==> src/rtl/compuertas_pkg.sv <==
// Shared types and constants for the gate-selector sweep engine.
package compuertas_pkg;

  localparam int unsigned SEL_W   = 3;
  localparam int unsigned ENT_W   = 3;
  localparam int unsigned TABLA_W = 8;

  // Function codes understood by the gate selector.
  localparam logic [SEL_W-1:0] SEL_AND  = 3'd1;
  localparam logic [SEL_W-1:0] SEL_OR   = 3'd2;
  localparam logic [SEL_W-1:0] SEL_NAND = 3'd3;
  localparam logic [SEL_W-1:0] SEL_NOR  = 3'd4;
  localparam logic [SEL_W-1:0] SEL_XOR  = 3'd5;
  localparam logic [SEL_W-1:0] SEL_XNOR = 3'd6;

  // Golden truth tables indexed by sel; bit k is the output for {ent1,ent2,ent3} = k.
  localparam logic [7:0][TABLA_W-1:0] TABLA_ORO = {
    8'h00,  // 7: unused code
    8'h69,  // 6: XNOR3
    8'h96,  // 5: XOR3
    8'h01,  // 4: NOR3
    8'h7F,  // 3: NAND3
    8'hFE,  // 2: OR3
    8'h80,  // 1: AND3
    8'h00   // 0: no function
  };

  typedef enum logic [2:0] {
    REPOSO,
    DESACT,
    BARRIDO,
    REPORTE,
    FIN
  } estado_t;

  function automatic logic [TABLA_W-1:0] tabla_oro(input logic [SEL_W-1:0] sel);
    return TABLA_ORO[sel];
  endfunction

endpackage

==> src/rtl/barrido_compuertas_if.sv <==
// Stimulus/response bus between the sweep engine and the gate selector under test.
interface barrido_compuertas_if;
  import compuertas_pkg::*;

  logic [SEL_W-1:0] sel_o;
  logic             act_o;
  logic             ent1_o;
  logic             ent2_o;
  logic             ent3_o;
  logic             sal_i;

  modport master (output sel_o, act_o, ent1_o, ent2_o, ent3_o, input sal_i);
  modport slave  (input sel_o, act_o, ent1_o, ent2_o, ent3_o, output sal_i);
endinterface

==> src/rtl/barrido_compuertas_secuenciador.sv <==
// Combination counter k with a settle timer that holds each value ESPERA+1 cycles.
module secuenciador_combinaciones
  import compuertas_pkg::*;
#(
  parameter int unsigned ESPERA = 1
) (
  input  logic             clk,
  input  logic             rst_n,
  input  logic             en,
  input  logic             clr,
  output logic [ENT_W-1:0] ent,
  output logic             muestra_c,
  output logic             ultima_c
);

  localparam int unsigned TW = (ESPERA > 0) ? $clog2(ESPERA + 1) : 1;

  logic [TW-1:0]    t;
  logic [ENT_W-1:0] k;

  assign ent       = k;
  assign muestra_c = (t == TW'(ESPERA));
  assign ultima_c  = (k == 3'd7);

  // Hold timer and k advance; k wraps to 0 after the last combination.
  always_ff @(posedge clk or negedge rst_n) begin
    if (!rst_n) begin
      t <= '0;
      k <= '0;
    end else if (clr) begin
      t <= '0;
      k <= '0;
    end else if (en) begin
      if (muestra_c) begin
        t <= '0;
        k <= k + 3'd1;
      end else begin
        t <= t + TW'(1);
      end
    end
  end

endmodule

==> src/rtl/barrido_compuertas.sv <==
// Sweep engine: drives every function/combination, captures and checks truth tables.
module barrido_compuertas
  import compuertas_pkg::*;
#(
  parameter int unsigned NUM_FUNC = 6,
  parameter int unsigned ESPERA   = 1
) (
  input  logic                   clk,
  input  logic                   rst_n,
  input  logic                   inicio,
  barrido_compuertas_if.master   prueba,
  output logic                   ocupado,
  output logic [TABLA_W-1:0]     tabla_o,
  output logic                   tabla_valida,
  output logic [TABLA_W-1:0]     fallos_o,
  output logic                   listo
);

  estado_t          estado;
  logic [SEL_W-1:0] sel;
  logic             act;
  logic [ENT_W-1:0] ent;
  logic             muestra_c;
  logic             ultima_c;
  logic             en_c;
  logic             clr_c;

  // Timer runs while driving stimulus; it restarts when leaving DESACT and outside sweeping.
  assign en_c  = (estado == DESACT) || (estado == BARRIDO);
  assign clr_c = ((estado == DESACT) && muestra_c) || !en_c;

  secuenciador_combinaciones #(.ESPERA(ESPERA)) u_secuenciador (
    .clk       (clk),
    .rst_n     (rst_n),
    .en        (en_c),
    .clr       (clr_c),
    .ent       (ent),
    .muestra_c (muestra_c),
    .ultima_c  (ultima_c)
  );

  assign prueba.sel_o  = sel;
  assign prueba.act_o  = act;
  assign prueba.ent1_o = ent[2];
  assign prueba.ent2_o = ent[1];
  assign prueba.ent3_o = ent[0];

  // Sweep FSM with capture, golden compare and sticky fault bits.
  always_ff @(posedge clk or negedge rst_n) begin
    if (!rst_n) begin
      estado       <= REPOSO;
      sel          <= '0;
      act          <= 1'b0;
      ocupado      <= 1'b0;
      tabla_o      <= '0;
      tabla_valida <= 1'b0;
      fallos_o     <= '0;
      listo        <= 1'b0;
    end else begin
      case (estado)
        REPOSO: begin
          if (inicio) begin
            fallos_o <= '0;
            tabla_o  <= '0;
            ocupado  <= 1'b1;
            estado   <= DESACT;
          end
        end
        DESACT: begin
          if (muestra_c) begin
            if (prueba.sal_i) fallos_o[0] <= 1'b1;
            sel    <= 3'd1;
            act    <= 1'b1;
            estado <= BARRIDO;
          end
        end
        BARRIDO: begin
          if (muestra_c) begin
            tabla_o[ent] <= prueba.sal_i;
            if (ultima_c) begin
              tabla_valida <= 1'b1;
              estado       <= REPORTE;
            end
          end
        end
        REPORTE: begin
          tabla_valida <= 1'b0;
          if (tabla_o != tabla_oro(sel)) fallos_o[sel] <= 1'b1;
          if (sel == SEL_W'(NUM_FUNC)) begin
            listo  <= 1'b1;
            act    <= 1'b0;
            estado <= FIN;
          end else begin
            sel     <= sel + 3'd1;
            tabla_o <= '0;
            estado  <= BARRIDO;
          end
        end
        FIN: begin
          listo   <= 1'b0;
          ocupado <= 1'b0;
          sel     <= '0;
          estado  <= REPOSO;
        end
        default: estado <= REPOSO;
      endcase
    end
  end

endmodule

==> src/flat_wrapper.sv <==
// flat-port wrapper written by rule: the top's interface ports become plain ports
module barrido_compuertas_flat import compuertas_pkg::*;
#(
  parameter int unsigned NUM_FUNC = 6,
  parameter int unsigned ESPERA   = 1
)
  (clk, rst_n, inicio, ocupado, tabla_o, tabla_valida, fallos_o, listo, prueba_sel_o, prueba_act_o, prueba_ent1_o, prueba_ent2_o, prueba_ent3_o, prueba_sal_i);
  barrido_compuertas_if prueba_i ();
  input  logic clk;
  input  logic rst_n;
  input  logic inicio;
  output logic ocupado;
  output logic [TABLA_W-1:0] tabla_o;
  output logic tabla_valida;
  output logic [TABLA_W-1:0] fallos_o;
  output logic listo;
  output wire logic [$bits(prueba_i.sel_o)-1:0] prueba_sel_o;
  output wire logic [$bits(prueba_i.act_o)-1:0] prueba_act_o;
  output wire logic [$bits(prueba_i.ent1_o)-1:0] prueba_ent1_o;
  output wire logic [$bits(prueba_i.ent2_o)-1:0] prueba_ent2_o;
  output wire logic [$bits(prueba_i.ent3_o)-1:0] prueba_ent3_o;
  input wire logic [$bits(prueba_i.sal_i)-1:0] prueba_sal_i;
  assign prueba_sel_o = prueba_i.sel_o;
  assign prueba_act_o = prueba_i.act_o;
  assign prueba_ent1_o = prueba_i.ent1_o;
  assign prueba_ent2_o = prueba_i.ent2_o;
  assign prueba_ent3_o = prueba_i.ent3_o;
  assign prueba_i.sal_i = prueba_sal_i;
  barrido_compuertas #(.NUM_FUNC(NUM_FUNC), .ESPERA(ESPERA)) u_core (.clk(clk), .rst_n(rst_n), .inicio(inicio), .prueba(prueba_i), .ocupado(ocupado), .tabla_o(tabla_o), .tabla_valida(tabla_valida), .fallos_o(fallos_o), .listo(listo));
endmodule
==> config.mk <==
export PLATFORM = sky130hd
export DESIGN_NAME = barrido_compuertas_flat
export DESIGN_NICKNAME = d
export VERILOG_FILES = /design/src/rtl/compuertas_pkg.sv /design/src/rtl/barrido_compuertas_if.sv /design/src/rtl/barrido_compuertas_secuenciador.sv /design/src/rtl/barrido_compuertas.sv /design/src/flat_wrapper.sv
export SDC_FILE = /design/constraint.sdc
export NUM_CORES = 1
export LEC_CHECK = 0
export ABC_CLOCK_PERIOD_IN_PS = 2880
export CAP_MARGIN = 25
export CORE_MARGIN = 10
export CORE_UTILIZATION = 55
export DETAILED_ROUTE_END_ITERATION = 10
export GPL_TIMING_DRIVEN = 0
export PLACE_DENSITY = 0.92
export SLEW_MARGIN = 30
export SYNTH_ARGS = -nofsm -noshare
export SYNTH_HDL_FRONTEND = slang
export SYNTH_HIERARCHICAL = 1
export SYNTH_SLANG_ARGS = --single-unit
==> constraint.sdc <==
create_clock -name clk -period 2.88 [get_ports clk]
set_input_delay 0.288 -clock clk [delete_from_list [all_inputs] [get_ports clk]]
set_output_delay 0.288 -clock clk [all_outputs]
set_load 0.02 [all_outputs]
Word level (Yosys, flattened, before mapping)

Memory sizes are Yosys's and may differ from the RTL's.
Cells that the tools add are included.

Register bits: 30
Memory bits (read-only): 64
Output and inout bits: 26
Word-level logic and storage cells: 102
Memories kept: 1

Memory list:

| memory           | words | width | read ports | clocked after Yosys merged registers in | write ports | line                 | source |
|---|---|---|---|---|---|---|---|
| (name not given) | 8     | 8     | 1          | 0                                       | 0           | compuertas_pkg.sv:37 | `return TABLA_ORO[sel];` |

Add/subtract/negate cells: 3
Magnitude comparators: 4
Eq/ne operators: 15
Mux-type cells: 40
Bitwise operators: 1
Reductions and logical operators: 27

Operator list:

| operator            | count |
|---|---|
| $mux 8              | 5 |
| $mux 3              | 10 |
| $pmux 8 s3          | 1 |
| $pmux 7 s2          | 1 |
| $reduce_bool 2->1   | 7 |
| $mux 1              | 13 |
| $ne 2x2->1 const B  | 6 |
| $pmux 3 s4          | 1 |
| $reduce_and 3->1    | 4 |
| $eq 3x3->1 const B  | 3 |
| $pmux 3 s3          | 1 |
| $reduce_bool 3->1   | 3 |
| $bwmux 8            | 1 |
| $lt 3x4->1 const B  | 2 |
| $ne 8x8->1          | 1 |
| $or 8x8->8          | 1 |
| $pmux 1 s2          | 4 |
| $reduce_and 4->1    | 2 |
| $add 3x1->3 const B | 2 |
| $demux 1 s3         | 2 |
| $eq 3x2->1 const B  | 2 |
| $ge 3x1->1 const B  | 2 |
| $reduce_and 2->1    | 3 |
| $reduce_and 5->1    | 1 |
| other kinds (8)     | 12 |

Depth between registers and ports, before layout

Gate-level depths: netlist of the first run.

Depth in word-level cells: 7
Mapped depth: 8
Depth with buffers taken out: 7

Hierarchy

The synthesis of the first run kept the hierarchy.

By module, submodules not included:

| module                     | times used | cells each | area each (um^2) | sequential area each (um^2) |
|---|---|---|---|---|
| barrido_compuertas         | 1          | 170        | 1534.0           | 650.6 |
| secuenciador_combinaciones | 1          | 18         | 210.2            | 100.1 |

Worst setup path before layout of the first run

No wires, ideal clock.

Path kind: reg-to-reg
Start: reg u_core.sel[0], in the netlist u_core/prueba.sel_o[0]
End: reg u_core.fallos_o[0]
Library setup time: 0.126 ns
Arrival: 1.914 ns
Data required time: 2.754 ns
Setup slack: 0.840 ns
Stages on the path, launching flop included: 9
Cells stage by stage: dfrtp_1 buf_2 inv_1 ha_1 mux2i_1 a31oi_1 a21oi_1 a41oi_4 o32a_1

Longest elaborated chain between the ends: 7

Ends and longest elaborated chain:

| what                                                                  | line                     | source |
|---|---|---|
| start: declaration                                                    | barrido_compuertas.sv:20 | `logic [SEL_W-1:0] sel;` |
| start signal: assignment                                              | barrido_compuertas.sv:94 | `sel <= sel + 3'd1;` |
| $lt 3x4->1 (implied by the code) / $ge 3x1->1 (equally long branches) | barrido_compuertas.sv:88 | `if (tabla_o != tabla_oro(sel)) fallos_o[sel] <= 1'b1;` |
| $logic_and 1x1->1 (implied by the code)                               | barrido_compuertas.sv:88 |  |
| $mux 1 (implied by the code)                                          | barrido_compuertas.sv:88 |  |
| $demux 1 s3                                                           | -                        |  |
| $or 8x8->8 (no line)                                                  | -                        |  |
| $mux 8                                                                | barrido_compuertas.sv:88 |  |
| $pmux 1 s3                                                            | barrido_compuertas.sv:60 | `case (estado)` |
| end signal: assignment                                                | barrido_compuertas.sv:57 | `fallos_o <= '0;` |
| end signal: assignment                                                | barrido_compuertas.sv:63 | `fallos_o <= '0;` |
| end signal: indexed assignment                                        | barrido_compuertas.sv:88 |  |
| end: declaration                                                      | barrido_compuertas.sv:15 | `output logic [TABLA_W-1:0] fallos_o,` |

Parallel ways exist; a longest one is shown, timed or not. The select of a mux whose other input is x is not followed.
A chain may end at the register's enable or synchronous reset.

Final worst setup path of the first run

Same ends and word-level chain as after synthesis.

==> impl_results.md, run 1 <==
* Clock power share at 0.356
* Maximum VDD drop at 0.197 mV
* Sequential share of power at 0.589
* Port bufs at 29
* Status: finished clean
* Drt drc at 0
* WL final at 4190 um
* Post-DRT Antenna Nets at 0
* Per-cell routed wire length at 15.5 um
* Leakage power at 0.000879 uW
* Vias in the first global route at 1,511
* GRT Total Usage at 0.146
* Post-synth EDFFs at 0
* Tmin final at 2.17 ns
* Core outline area at 3050 um^2
* Post-CTS sizing at 0
* Sequential area share after synthesis at 0.430
* Synthesis Warnings at 6
* Fmax at 461 MHz
* Vias per cell at 5.77
* Skew final at 0.0110 ns
* Register-to-Register Setup Slack at 0.71 ns
* Asr flop ratio synth at 1.00
* Layout cells sized above 1 at 0.124
* Area taken by multi-input logic gates at 921 um^2
* Post-Place Worst Slack at 0.728 ns
* Worst-path maximum fanout at 9
* Worst hold path type: register to register
* Pwr dens at 339 nW/um^2
* Cts bufs inserted at 5
* Root Buffer: clkbuf_4
* Most common library cell in the layout ignoring fill and taps: dfrtp_1
* Chip height at 76.3 um
* Switching share of power at 0.234
* Syn nets at 197
* Row count at 20
* CTS tree: built
* Arr. time, crit path at 2.39 ns
* Iteration-0 DRC Markers at 199
* Initial core utilization at 0.571
* Cell variety after synth at 45
* Req. time, crit path at 3.11 ns
* Most frequent cells in the layout: dfrtp_1, clkdlybuf4s50_1, o21ai_0
* Pins over their slew limit at 0
* Final setup fails at 0
* Register area at 751 um^2
* Internal at 561 uW
* Worst-Margin Slew at 0.666 ns
* Largest net degree at the start of global routing at 31
* Initial antenna violation count at 0
* Startpoint types: register
* Comb power frac at 0.054
* Nets at 234
* Register bit total from synthesis at 30
* Die X at 76.3 um
* Post-Syn Area per Cell at 9.28 um^2
* Setup TNS at 0 ns
* Worst Setup Path Type: register to register
* Worst setup EP type: register
* Post-synth top flop: dfrtp_1
* Inserted Diodes at 0
* Setup ws final at 0.713 ns
* Post-Synthesis Cells at 188
* Die area at 5820 um^2
* # IOs at 30
* Vias at 1,557
* Tcrit/Tclk final at 0.752
* TritonCTS Sinks at 30
* Area added between synthesis and finish at 23.5%
* Slew margin rel. at 0.556
* First-pass GRT wire length at 7110 um
* Filler cells at 245
* RD Place Congestion at 0.868
* Mapped Area at 1740 um^2
* Total of max-cap violations at 0
* Final Hold Viols at 0
* DP HPWL at 3040 um
* H-tree depth at 2
* Reg clk slew, reported paths at 0.09 ns
* First-pass DRT Iterations at 4
* Unrepaired setup endpoints after global routing: false
* GRT Residual Overflow at 0
* Psw at 171 uW
* Clock Tree Buf Depth at 2
* Worst-Skew Late Latency at 0.33 ns
layout make-up:
type / count / share of cell area
multi-input combinational: 143 / 0.427
sequential: 30 / 0.348
timing repair buffer: 30 / 0.137
clock buffer: 7 / 0.0256
buffer: 11 / 0.0256
tap: 44 / 0.0256
inverter: 4 / 0.00813
clock inverter: 1 / 0.00232
state kept, by name (all words and copies together), names as in the netlist, 3 cells and up:
name and count:
u_core/fallos_o 8, u_core/tabla_o 8, u_core/estado 3, u_core/prueba.sel_o 3, u_core/u_secuenciador/ent 3
synth_stat cells (3+ instances only):
library cell	instances	area [um^2]
nor2_1	16	60.1
o21ai_0	19	95.1
clkbuf_1	3	11.3
nor2b_1	6	37.5
a21oi_1	17	85.1
nand2b_1	5	31.3
nand2_1	17	63.8
nand3_1	6	30.0
ha_1	5	62.6
or3_1	3	18.8
dfrtp_1	30	751
a31oi_1	4	25.0
xnor2_1	3	26.3
nor3_1	3	15.0
o21ai_1	3	15.0
buf_2	5	25.0
inv_1	3	11.3
a32o_1	5	50.1
final timing paths:
check | start | to | cells after the start
max reg2reg | u_core/prueba.sel_o[0] | u_core/fallos_o[0] | 8
min reg2reg | u_core/fallos_o[5] | u_core/fallos_o[5] | 1
max in group asynchronous | rst_n | u_core/tabla_valida | 2
min | u_core/fallos_o[5] | u_core/fallos_o[5] | 1
min in group asynchronous | rst_n | u_core/fallos_o[6] | 2
max | u_core/prueba.sel_o[0] | u_core/fallos_o[0] | 8
metal layers:
metal,GRT usage,vias up,share of wire
met4,0.0743,0,0.027
li1,-,745,-
met5,0,-,0
met1,0.164,734,0.41
met2,0.234,62,0.48
met3,0.0566,16,0.079
critical path: stages, from the launching register on:
cell and delay (ns):
dfrtp_1 0.43, buf_2 0.23, inv_1 0.08, ha_1 0.25, mux2i_1 0.20, a31oi_1 0.06
a21oi_1 0.21, a41oi_4 0.23, o32a_1 0.37
repair_timing:
item,in CTS,in global routing
hold endpoints to repair,24,0
hold buffers,1,0
setup buffers,0,0
power by group through the flow:
stage                     sequential (uW)  clock [uW]  combinational (uW)
after floorplan                       445           0                8.11
after global placement                439           0                39.3
after detailed placement              439           0                39.4
after CTS                             431         267                40.7
after global routing                  432         285                43.5
final                                 431         261                39.7
cell families (layout without fill, tap and decap cells):
family          Yosys count  after routing  share of synthesized area
fa+ha+maj                 5              5                     0.0359
buf+inv                  15             53                     0.0416
simple gates             64             64                      0.181
flops                    30             30                      0.430
compound gates           66             66                      0.258
xor+xnor                  4              4                     0.0244
mux                       4              4                     0.0280
through the flow:
step	power [uW]	instance area [um^2]	hold slack (ns)	util	instances
CTS	739	2150	0.515	0.706	270
finish	731	2150	0.512	0.706	270
global placement	479	2090	0.477	0.684	261
floorplan	453	1740	-0.00759	-	188
detailed placement	479	2080	0.359	0.683	261
global route	761	2150	0.536	0.706	270
Power figures use the tool's default switching activity.
==> inputs of run 2 (changes only) <==
- ABC_CLOCK_PERIOD_IN_PS: 2880 -> 1700
- CORE_UTILIZATION: 55 -> 47
- PLACE_DENSITY: 0.92 -> 0.85
- clock period: 2.88 -> 1.7 ns (I/O delays scaled with it)
==> run 2 against run 1 <==
The flow now finishes with violations (negative setup slack). Combinational power up 70%. Sequential power up 70%. Count of clock-buffer cells in the layout unchanged. Critical path depth unchanged. Hold slack worse by 0.065 ns. Clock skew down 0.0041 ns. Power up 90%. First-iteration DRC count up 8.0%. Sequential cell count unchanged.
==> impl_results.md, run 2 (same netlist as run 1, synthesis figures left out) <==
* Design Area, Final at 2360 um^2 (+9.8%)
* Total of max-cap violations at 0 (unchanged)
* Die X at 80.9 um (+6.0%)
* Tcrit/Tclk final at 1.05 (+0.296)
* GRT Residual Overflow at 0 (unchanged)
* Initial antenna violation count at 0 (unchanged)
* FF-to-FF path depth at 8 (unchanged)
* Unrepaired setup endpoints after global routing: true
* Nets at 240 (+2.6%)
* Placement Cell Area at 2160 um^2 (+3.5%)
* Layout cells sized above 1 at 0.216 (+0.0916)
* First-pass GRT wire length at 7070 um (-0.58%)
* Row count at 22 (+10%)
* Port bufs at 29 (unchanged)
* Fmax at 561 MHz (+22%)
* Vias at 1,563 (+0.39%)
* DP HPWL at 2870 um (-5.6%)
* Min Hold Slack at 0.447 ns (-0.0651 ns)
* Req. time, crit path at 1.86 ns (-1.25 ns)
* Setup TNS at -0.196 ns (-0.196 ns)
* Final Power at 1390 uW (+90%)
* Core outline area at 3630 um^2 (+19%)
* RR Endpoint: u_core/fallos_o[0]
* Worst-Skew Late Latency at 0.29 ns (-0.04 ns)
* Slew margin rel. at 0.553 (-0.00288)
* Clock power share at 0.424 (+0.068)
* # IOs at 30 (unchanged)
* TritonCTS Sinks at 30 (unchanged)
* Register-to-Register Setup Slack at -0.08 ns (-0.80 ns)
* Maximum VDD drop at 0.365 mV (+85%)
* Final Hold Viols at 0 (unchanged)
* Arr. time, crit path at 1.95 ns (-0.44 ns)
* Final setup fails at 6 (+6)
* Worst setup EP type: register
* GRT Total Usage at 0.135 (-0.0107)
* Clock Tree Buf Depth at 2 (unchanged)
* Chip height at 80.9 um (+6.0%)
* Worst Setup Path Type: register to register
* Inserted Diodes at 0 (unchanged)
* Drt drc at 0 (unchanged)
* Crit-path max cell delay at 0.41 ns (-0.02 ns)
* H-tree depth at 2 (unchanged)
* Pwr dens at 587 nW/um^2 (+73%)
* CTS tree: built
* Leakage power at 0.000934 uW (+6.2%)
* Startpoint types: register
* Skew final at 0.00694 ns (-0.00410 ns)
* Post-DRT Antenna Nets at 0 (unchanged)
* Internal at 1080 uW (+92%)
* Worst-Margin Slew at 0.670 ns (+0.00432 ns)
* RD Place Congestion at 0.796 (-8.3%)
* Vias per cell at 5.58 (-3.2%)
* Worst hold path type: input port to asynchronous set/reset pin
* Setup ws final at -0.0826 ns (-0.795 ns)
* Most common library cell in the layout ignoring fill and taps: clkdlybuf4s50_1
* Status: finished, violations left
* Comb power frac at 0.049 (-0.005)
* Per-cell routed wire length at 14.7 um (-5.1%)
* Initial core utilization at 0.480 (-0.0913)
* Largest net degree at the start of global routing at 31 (unchanged)
* Root Buffer: clkbuf_8
* Worst-path maximum fanout at 8 (-1)
* Cts bufs inserted at 5 (unchanged)
* Vias in the first global route at 1,478 (-2.2%)
* CP max stage cell: dfrtp_2
* Die area at 6550 um^2 (+12%)
* Area added between synthesis and finish at 35.6%
* First-pass DRT Iterations at 4 (unchanged)
* Worst R2R Start: u_core/prueba.sel_o[1]
* Iteration-0 DRC Markers at 215 (+8.0%)
* Sequential share of power at 0.527 (-0.062)
* Top flop regs: u_core/fallos_o x8, u_core/tabla_o x8
* Crit path cell chain: buf_6 > inv_6 > ha_4 > mux2i_4 > a31oi_1 > a21oi_2 > a41oi_4 > o32a_1
* Tmin final at 1.78 ns (-0.385 ns)
* Reg clk slew, reported paths at 0.06 ns (-0.03 ns)
* Most frequent cells in the layout: clkdlybuf4s50_1, dfrtp_1, o21ai_0
* Switching share of power at 0.224 (-0.00948)
* Failing checks: negative setup slack
* WL final at 4120 um (-1.6%)
* Pins over their slew limit at 0 (unchanged)
* Psw at 311 uW (+82%)
-- run 2: metal layers --
metal	wire, um	global-route usage	part of all wire	vias up
met1	1770	0.172	0.43	733
met2	1900	0.200	0.46	57
met3	386	0.0519	0.094	6
met5	0	0	0	-
li1	-	-	-	767
met4	55	0.0554	0.013	0
-- run 2: power groups by stage --
stage / Sequential, uW / Clock, uW / Combinational (uW)
after floorplan: 754 / 0 / 14.3
after global placement: 744 / 0 / 67.1
after detailed placement: 745 / 0 / 67.2
after CTS: 731 / 606 / 68.9
after global routing: 733 / 643 / 74.0
final: 732 / 589 / 67.4
-- run 2: what timing repair did --
action | 4_1_cts | 5_1_grt
hold endpoints to repair | 30 | 0
pin swaps | 6 | 4
gates resized for setup | 10 | 4
buffers inserted | 6 | 0
hold buffers | 1 | 0
endpoints found under the setup margin | 14 | 16
-- run 2: how the worst max path moves through the flow --
| stage | slack (ns) | cells after the start | to | from |
|---|---|---|---|---|
| after floorplan | -0.08 | 8 | u_core/fallos_o[0] | u_core/prueba.sel_o[1] |
| after global placement | -0.18 | 8 | u_core/fallos_o[0] | u_core/prueba.sel_o[0] |
| after detailed placement | -0.20 | 8 | u_core/fallos_o[0] | u_core/prueba.sel_o[0] |
| after CTS | -0.07 | 8 | u_core/fallos_o[0] | u_core/prueba.sel_o[1] |
| after global routing | -0.14 | 8 | u_core/fallos_o[0] | u_core/prueba.sel_o[1] |
| final | -0.08 | 8 | u_core/fallos_o[0] | u_core/prueba.sel_o[1] |
-- run 2: layout make-up --
class	instances	area (um^2)
sequential	30	754
fill	302	1270
inverter	4	22.5
timing repair buffer	36	344
clock inverter	1	5.00
clock buffer	7	86.3
tap	48	60.1
buffer	11	68.8
multi-input combinational	143	1020
-- run 2: worst max-delay path, delay by kind of cell, from the launching register on --
kind	cells	cell delay (ns)
compound gates	4	0.74
flops	1	0.41
buf+inv	2	0.19
fa+ha+maj	1	0.17
mux	1	0.16
-- run 2: metrics by stage --
stage,util,worst slack [ns],cells
4_1_cts,0.647,-0.0664,280
2_1_floorplan,-,-0.0830,188
3_3_place_gp,0.595,-0.181,265
5_1_grt,0.651,-0.142,280
6_report,0.651,-0.0826,280
3_5_place_dp,0.594,-0.201,265
